<file path="config.mk">
export PLATFORM = sky130hd
export DESIGN_NAME = cute_lock_key_sequencer
export DESIGN_NICKNAME = d
export VERILOG_FILES = /design/src/rtl/cute_lock_key_sequencer.sv
export SDC_FILE = /design/constraint.sdc
export NUM_CORES = 1
export LEC_CHECK = 0
export CAP_MARGIN = 25
export CORE_MARGIN = 10
export CORE_UTILIZATION = 43
export CTS_CLUSTER_DIAMETER = 150
export DETAILED_ROUTE_END_ITERATION = 16
export PLACE_DENSITY = 0.7
export SETUP_SLACK_MARGIN = 0.5
export SLEW_MARGIN = 15
export SYNTH_ARGS = -nofsm -noshare
export SYNTH_HDL_FRONTEND = slang
export SYNTH_SLANG_ARGS = --single-unit
export TNS_END_PERCENT = 5
</file>
<file path="constraint.sdc">
create_clock -name clk -period 1.4 [get_ports clk]
set_clock_uncertainty 0.1 [all_clocks]
set_input_delay 0.28 -clock clk [delete_from_list [all_inputs] [get_ports clk]]
set_output_delay 0.28 -clock clk [all_outputs]
set_load 0.02 [all_outputs]
</file>
<file path="src/rtl/cute_lock_key_sequencer.sv">
// rtl/cute_lock_key_sequencer.sv - key schedule driver for a counter-phased locked FSM
// Loads a key table in IDLE, then replays it slot by slot in phase with the lock's counter.
module cute_lock_key_sequencer #(
    parameter int KEY_W     = 3,
    parameter int NUM_KEYS  = 2,
    parameter int PHASE_LEN = 2,
    parameter int PERIOD    = NUM_KEYS * PHASE_LEN,
    parameter int PHASE_W   = (PERIOD > 1) ? $clog2(PERIOD) : 1,
    parameter int IDX_W     = (NUM_KEYS > 1) ? $clog2(NUM_KEYS) : 1
) (
    input  logic               clk,
    input  logic               rst,
    input  logic               load_valid,
    output logic               load_ready,
    input  logic [IDX_W-1:0]   load_idx,
    input  logic [KEY_W-1:0]   load_key,
    input  logic               arm,
    input  logic               stop,
    output logic [KEY_W-1:0]   keyinput,
    output logic [PHASE_W-1:0] phase,
    output logic               running,
    output logic               loaded,
    output logic               err
);

    typedef enum logic {
        IDLE = 1'b0,
        RUN  = 1'b1
    } state_t;

    localparam logic [PHASE_W-1:0] PHASE_LAST = PHASE_W'(PERIOD - 1);

    state_t                state;
    logic [KEY_W-1:0]      key_table [NUM_KEYS];
    logic [NUM_KEYS-1:0]   mask;
    logic [PHASE_W-1:0]    next_phase;
    logic [IDX_W-1:0]      next_slot;
    logic                  load_hit;

    assign load_ready = (state == IDLE);
    assign loaded     = &mask;
    assign load_hit   = (state == IDLE) && load_valid && (int'(load_idx) < NUM_KEYS);

    // Slot index is derived from the phase the counter is about to take, so the
    // registered key lines up with the lock's counter with zero latency.
    always_comb begin
        int slot_int;
        next_phase = (phase == PHASE_LAST) ? '0 : phase + 1'b1;
        slot_int   = int'(next_phase) / PHASE_LEN;
        if (slot_int >= NUM_KEYS) begin
            slot_int = NUM_KEYS - 1;
        end
        next_slot  = IDX_W'(slot_int);
    end

    always_ff @(posedge clk) begin
        if (rst) begin
            state    <= IDLE;
            mask     <= '0;
            keyinput <= '0;
            phase    <= '0;
            running  <= 1'b0;
            err      <= 1'b0;
            for (int i = 0; i < NUM_KEYS; i++) begin
                key_table[i] <= '0;
            end
        end else begin
            if (load_hit) begin
                key_table[load_idx] <= load_key;
                mask[load_idx]      <= 1'b1;
            end
            case (state)
                IDLE: begin
                    keyinput <= '0;
                    phase    <= '0;
                    running  <= 1'b0;
                    // Arm sees the mask from before this edge; a same-cycle write does not count.
                    if (arm) begin
                        if (&mask) begin
                            state    <= RUN;
                            running  <= 1'b1;
                            keyinput <= key_table[0];
                        end else begin
                            err <= 1'b1;
                        end
                    end
                end
                RUN: begin
                    if (stop) begin
                        state    <= IDLE;
                        running  <= 1'b0;
                        phase    <= '0;
                        keyinput <= '0;
                    end else begin
                        phase    <= next_phase;
                        keyinput <= key_table[next_slot];
                    end
                end
                default: begin
                    state    <= IDLE;
                    running  <= 1'b0;
                    phase    <= '0;
                    keyinput <= '0;
                end
            endcase
        end
    end

endmodule

</file>
Word-level counts from Yosys, hierarchy flattened --
Memories as Yosys holds them, arrays and structs flattened. Cells that the tools add are included.
Word-level totals: register bits 10, memory bits (writable) 6, input bits 9, output and inout port bits 9, word-level logic and storage cells 45, memories 1
Cells by class: $add $sub $neg 1, $lt $le $gt $ge 3, equal/unequal tests 2, multiplexer cells 24, bitwise gates (word level) 3, reduce and logical (&&, ||, !) cells 5
Memories:
- key_table | words 2, width 3, rd ports 2, clocked after memory_dff 0, wr ports 2, line 34 | logic [KEY_W-1:0] key_table [NUM_KEYS];
Operators with widths (count):
- $mux W1 | 13
- $mux W3 | 4
- $pmux W3 S2 | 1
- $mux W2 | 2
- $pmux W1 S2 | 2
- $pmux W2 S2 | 1
- $reduce_and A3 Y1 | 1
- $reduce_or A3 Y1 | 1
- $add A2 B1 Y2 const B | 1
- $eq A2 B2 Y1 const B | 1
- $ge A1 B2 Y1 const B | 1
- $logic_and A1 B1 Y1 | 2
- $lt A1 B2 Y1 const B | 1
- $ne A2 B2 Y1 const B | 1
- $not A1 Y1 | 2
- $or A2 B2 Y2 | 1
- $reduce_and A2 Y1 | 1
- $demux W1 S1 | 1
- $ge A1 B1 Y1 const B | 1

Logic depth before layout (Yosys ltp) --
Gate-level depths: netlist (run 1).
depth after elaboration 7, depth in mapped cells 4, mapped depth without buffers 3

Least setup slack after synthesis (run 1) --
Ideal clock, no wire load.
path kind register -> register, start reg state, end mem key_table[1][0] (enable), library setup time 256 ps, data arrival time 978 ps, data required time 1044 ps, slack 65 ps, cell stages (with the launch flop) 4, path buffers 0, clock period less this slack 1335 ps, cells stage by stage dfxtp_1 > inv_1 > and4_1 > or2_2
RTL lines:
- from (decl) | line 33 | state_t state;
- from (signal assigned) | line 58 | state <= IDLE;
- from (signal assigned) | line 80 | state <= RUN;
- from (signal assigned) | line 90 | state <= IDLE;
- to (decl) | line 34

==> results.yml, run 1 <==
power:
  power_density_nw_per_um2: 907
  clock_power_share: 0.286
  swShare: 0.217
  switchingPower_mw: 0.184
  vdd_drop_max_mv: 0.502
  p_int_mw: 0.664
  pwr-share-comb: 0.115
  seqPwrFrac: 0.599
  finalPower_mw: 0.848
  p_leak_nw: 0.397
die:
  fp.coreArea_um2: 1320
  die_h_um: 57.6
  pin_count: 18
  die_w_um: 57.6
  fp.dieArea_um2: 3320
  row_count: 13
  start_util: 0.462
place:
  io_buffers: 17
  dp_hpwl_mm: 1.07
  dp_slack_ns: -0.375
  routabilityCongestion: 0.679
layout:
  antenna_cells: 0
  layout_commonest_cell: "buf_4"
  final_nets: 90
  regArea_um2: 384
  multiInputGateArea_um2: 248
  mostFrequentLayoutCells: "buf_4, and2_1, dfxtp_1, clkdlybuf4s50_1, edfxtp_1"
  fillCellCount: 105
  drive_gt1_frac: 0.405
  area_delta_synth_final_pct: 53.4
clock_network:
  post_cts_buffers: 0
  cts_htree_levels: 1
  insertion_delay_ns: 0.28
  cts_buffers: 3
  cts_sinks: 16
  clkTransAtPathRegs_ns: 0.09
  cts_buffer_depth: 2
  cts_tree: "yes"
  ctsHoldBuffers: 0
  cts_root_buffer: "clkbuf_4"
route:
  routed_wl_mm: 1.25
  ant_nets: 0
  avgViaCountPerCell: 4.80
  drc: 0
  wl_per_cell_um: 13.3
  drt_pass1_iterations: 2
  via_count: 451
  drtIter0Drc: 2
global_routing:
  grt_pass1_wl_mm: 2.05
  overflow: 0
  grt_start_max_net_pins: 10
  grt_pass1_vias: 479
  antenna_found_initial: 0
  grtUsageTotal: 0.0769
flow_run:
  cap_violations: 0
timing:
  fmax_mhz: 763
  setup_ws_ns: 0.0897
  maxSlewHeadroom: 0.857
  finalCriticalPeriod_ns: 1.31
  worst_pin_slew_ns: 0.214
  finalSetupViolations: 0
  slew_violations: 0
  finalHoldViolCount: 0
  fin_crit_sh: 0.936
  rsz0062_at_grt: "true"
synthesis:
  syn_inst: 48
  yosysWarnings: 0
  syn-cell-area_um2: 609
  synth_cell_types: 21
  synth_seq_cells: 16
  ys_seq_area_frac: 0.624
  syn-num-nets: 58
  syn_area_per_cell_um2: 12.7
worst_setup_path:
  end_kind: "register"
  path_max_fanout: 4
  arrival_ns: 1.22
  start_kind: "register"
  required_ns: 1.31
  critPathKind: "reg -> reg"
hold_path:
  hp-class: "in -> reg"
outcome:
  status: "completed"
==> power groups by stage <==
stage / Combinational, mW / Sequential, mW / Clock, mW
floorplan: 0.0380 / 0.523 / 0
global placement: 0.0968 / 0.519 / 0
detailed placement: 0.0993 / 0.519 / 0
CTS: 0.0991 / 0.509 / 0.247
global route: 0.105 / 0.510 / 0.270
finish: 0.0975 / 0.508 / 0.242
==> routing by layer <==
| layer | wire (um) | track usage | part of all wire |
|---|---|---|---|
| met1 | 504 | 0.0783 | 0.40 |
| met2 | 605 | 0.123 | 0.49 |
| met3 | 122 | 0.0436 | 0.098 |
| met4 | 14 | 0.0403 | 0.011 |
| met5 | 0 | 0 | 0 |
==> cells by family after synthesis <==
kind of cell / synth area share
AND/OR/NAND/NOR: 0.203
flip-flops: 0.624
AO/OA/AOI/OAI: 0.115
buffers and inverters: 0.0370
adder cells (fa/ha/maj): 0.0205
==> through the flow <==
| step | cells | util | hold slack, ns | instance area, um^2 | TNS, ns |
|---|---|---|---|---|---|
| floorplan | 48 | - | 0.336 | 648 | 0 |
| CTS | 94 | 0.708 | 0.325 | 933 | 0 |
| finish | 94 | 0.709 | 0.329 | 935 | 0 |
| global route | 94 | 0.709 | 0.333 | 935 | 0 |
| global placement | 90 | 0.683 | 0.339 | 900 | -5.64 |
| detailed placement | 90 | 0.683 | 0.342 | 900 | -6.26 |
==> registers in the layout (all words and copies together) (netlist names) <==
| name | cells |
|---|---|
| state | 1 |
| err | 1 |
| phase | 2 |
| key_table | 6 |
| mask | 2 |
| running | 1 |
| keyinput | 3 |
==> path summary, 6_finish.rpt <==
path | slack (ns) | cells after the start | from | endpoint
worst max-delay path | 0.09 | 3 | state | key_table[0][2]
worst min-delay path | 0.33 | 2 | rst | err
worst max register to register | 0.09 | 3 | state | key_table[0][2]
worst min register to register | 0.35 | 1 | phase[0] | phase[0]
==> worst max-delay path, stage by stage, from the launching register on <==
cell and delay, ns:
dfxtp_2 0.34, buf_4 0.15, nor4b_4 0.28, or2_4 0.18
==> cell type report <==
| cell class | instances | area share |
|---|---|---|
| sequential | 16 | 0.411 |
| multi-input combinational | 28 | 0.265 |
| timing repair buffer | 28 | 0.264 |
| clock buffer | 3 | 0.0241 |
| tap | 15 | 0.0201 |
| inverter | 3 | 0.0120 |
| clock inverter | 1 | 0.00402 |
==> cell usage after synthesis <==
cell | count | area, um^2
ha_1 | 1 | 12.5
inv_1 | 3 | 11.3
and2_1 | 7 | 43.8
dfxtp_1 | 10 | 200
or3b_4 | 1 | 11.3
and4_1 | 1 | 8.76
buf_6 | 1 | 11.3
nand2_1 | 2 | 7.51
nor3_1 | 1 | 5.00
or2_2 | 2 | 12.5
nand4b_1 | 1 | 8.76
edfxtp_1 | 6 | 180
a21oi_1 | 1 | 5.00
nor4b_2 | 1 | 15.0
nor3b_1 | 1 | 7.51
nor2_1 | 1 | 3.75
a31oi_1 | 1 | 6.26
o21ai_0 | 1 | 5.00
a22o_1 | 3 | 26.3
a21o_1 | 2 | 15.0
o22ai_2 | 1 | 12.5
==> repair_timing <==
action / 4_1_cts / 5_1_grt
setup endpoints to repair: 31 / 31
cloned: 0 / 0
resized for setup: 29 / 1
pin swaps: 3 / 1
No activity file was read; power rests on OpenSTA's default activity.
==> inputs of run 2 (changes only) <==
SLEW_MARGIN = 40   (was 15)
==> results of run 2 <==
No change in the layout: final DEF, timing and power equal those of run 1.
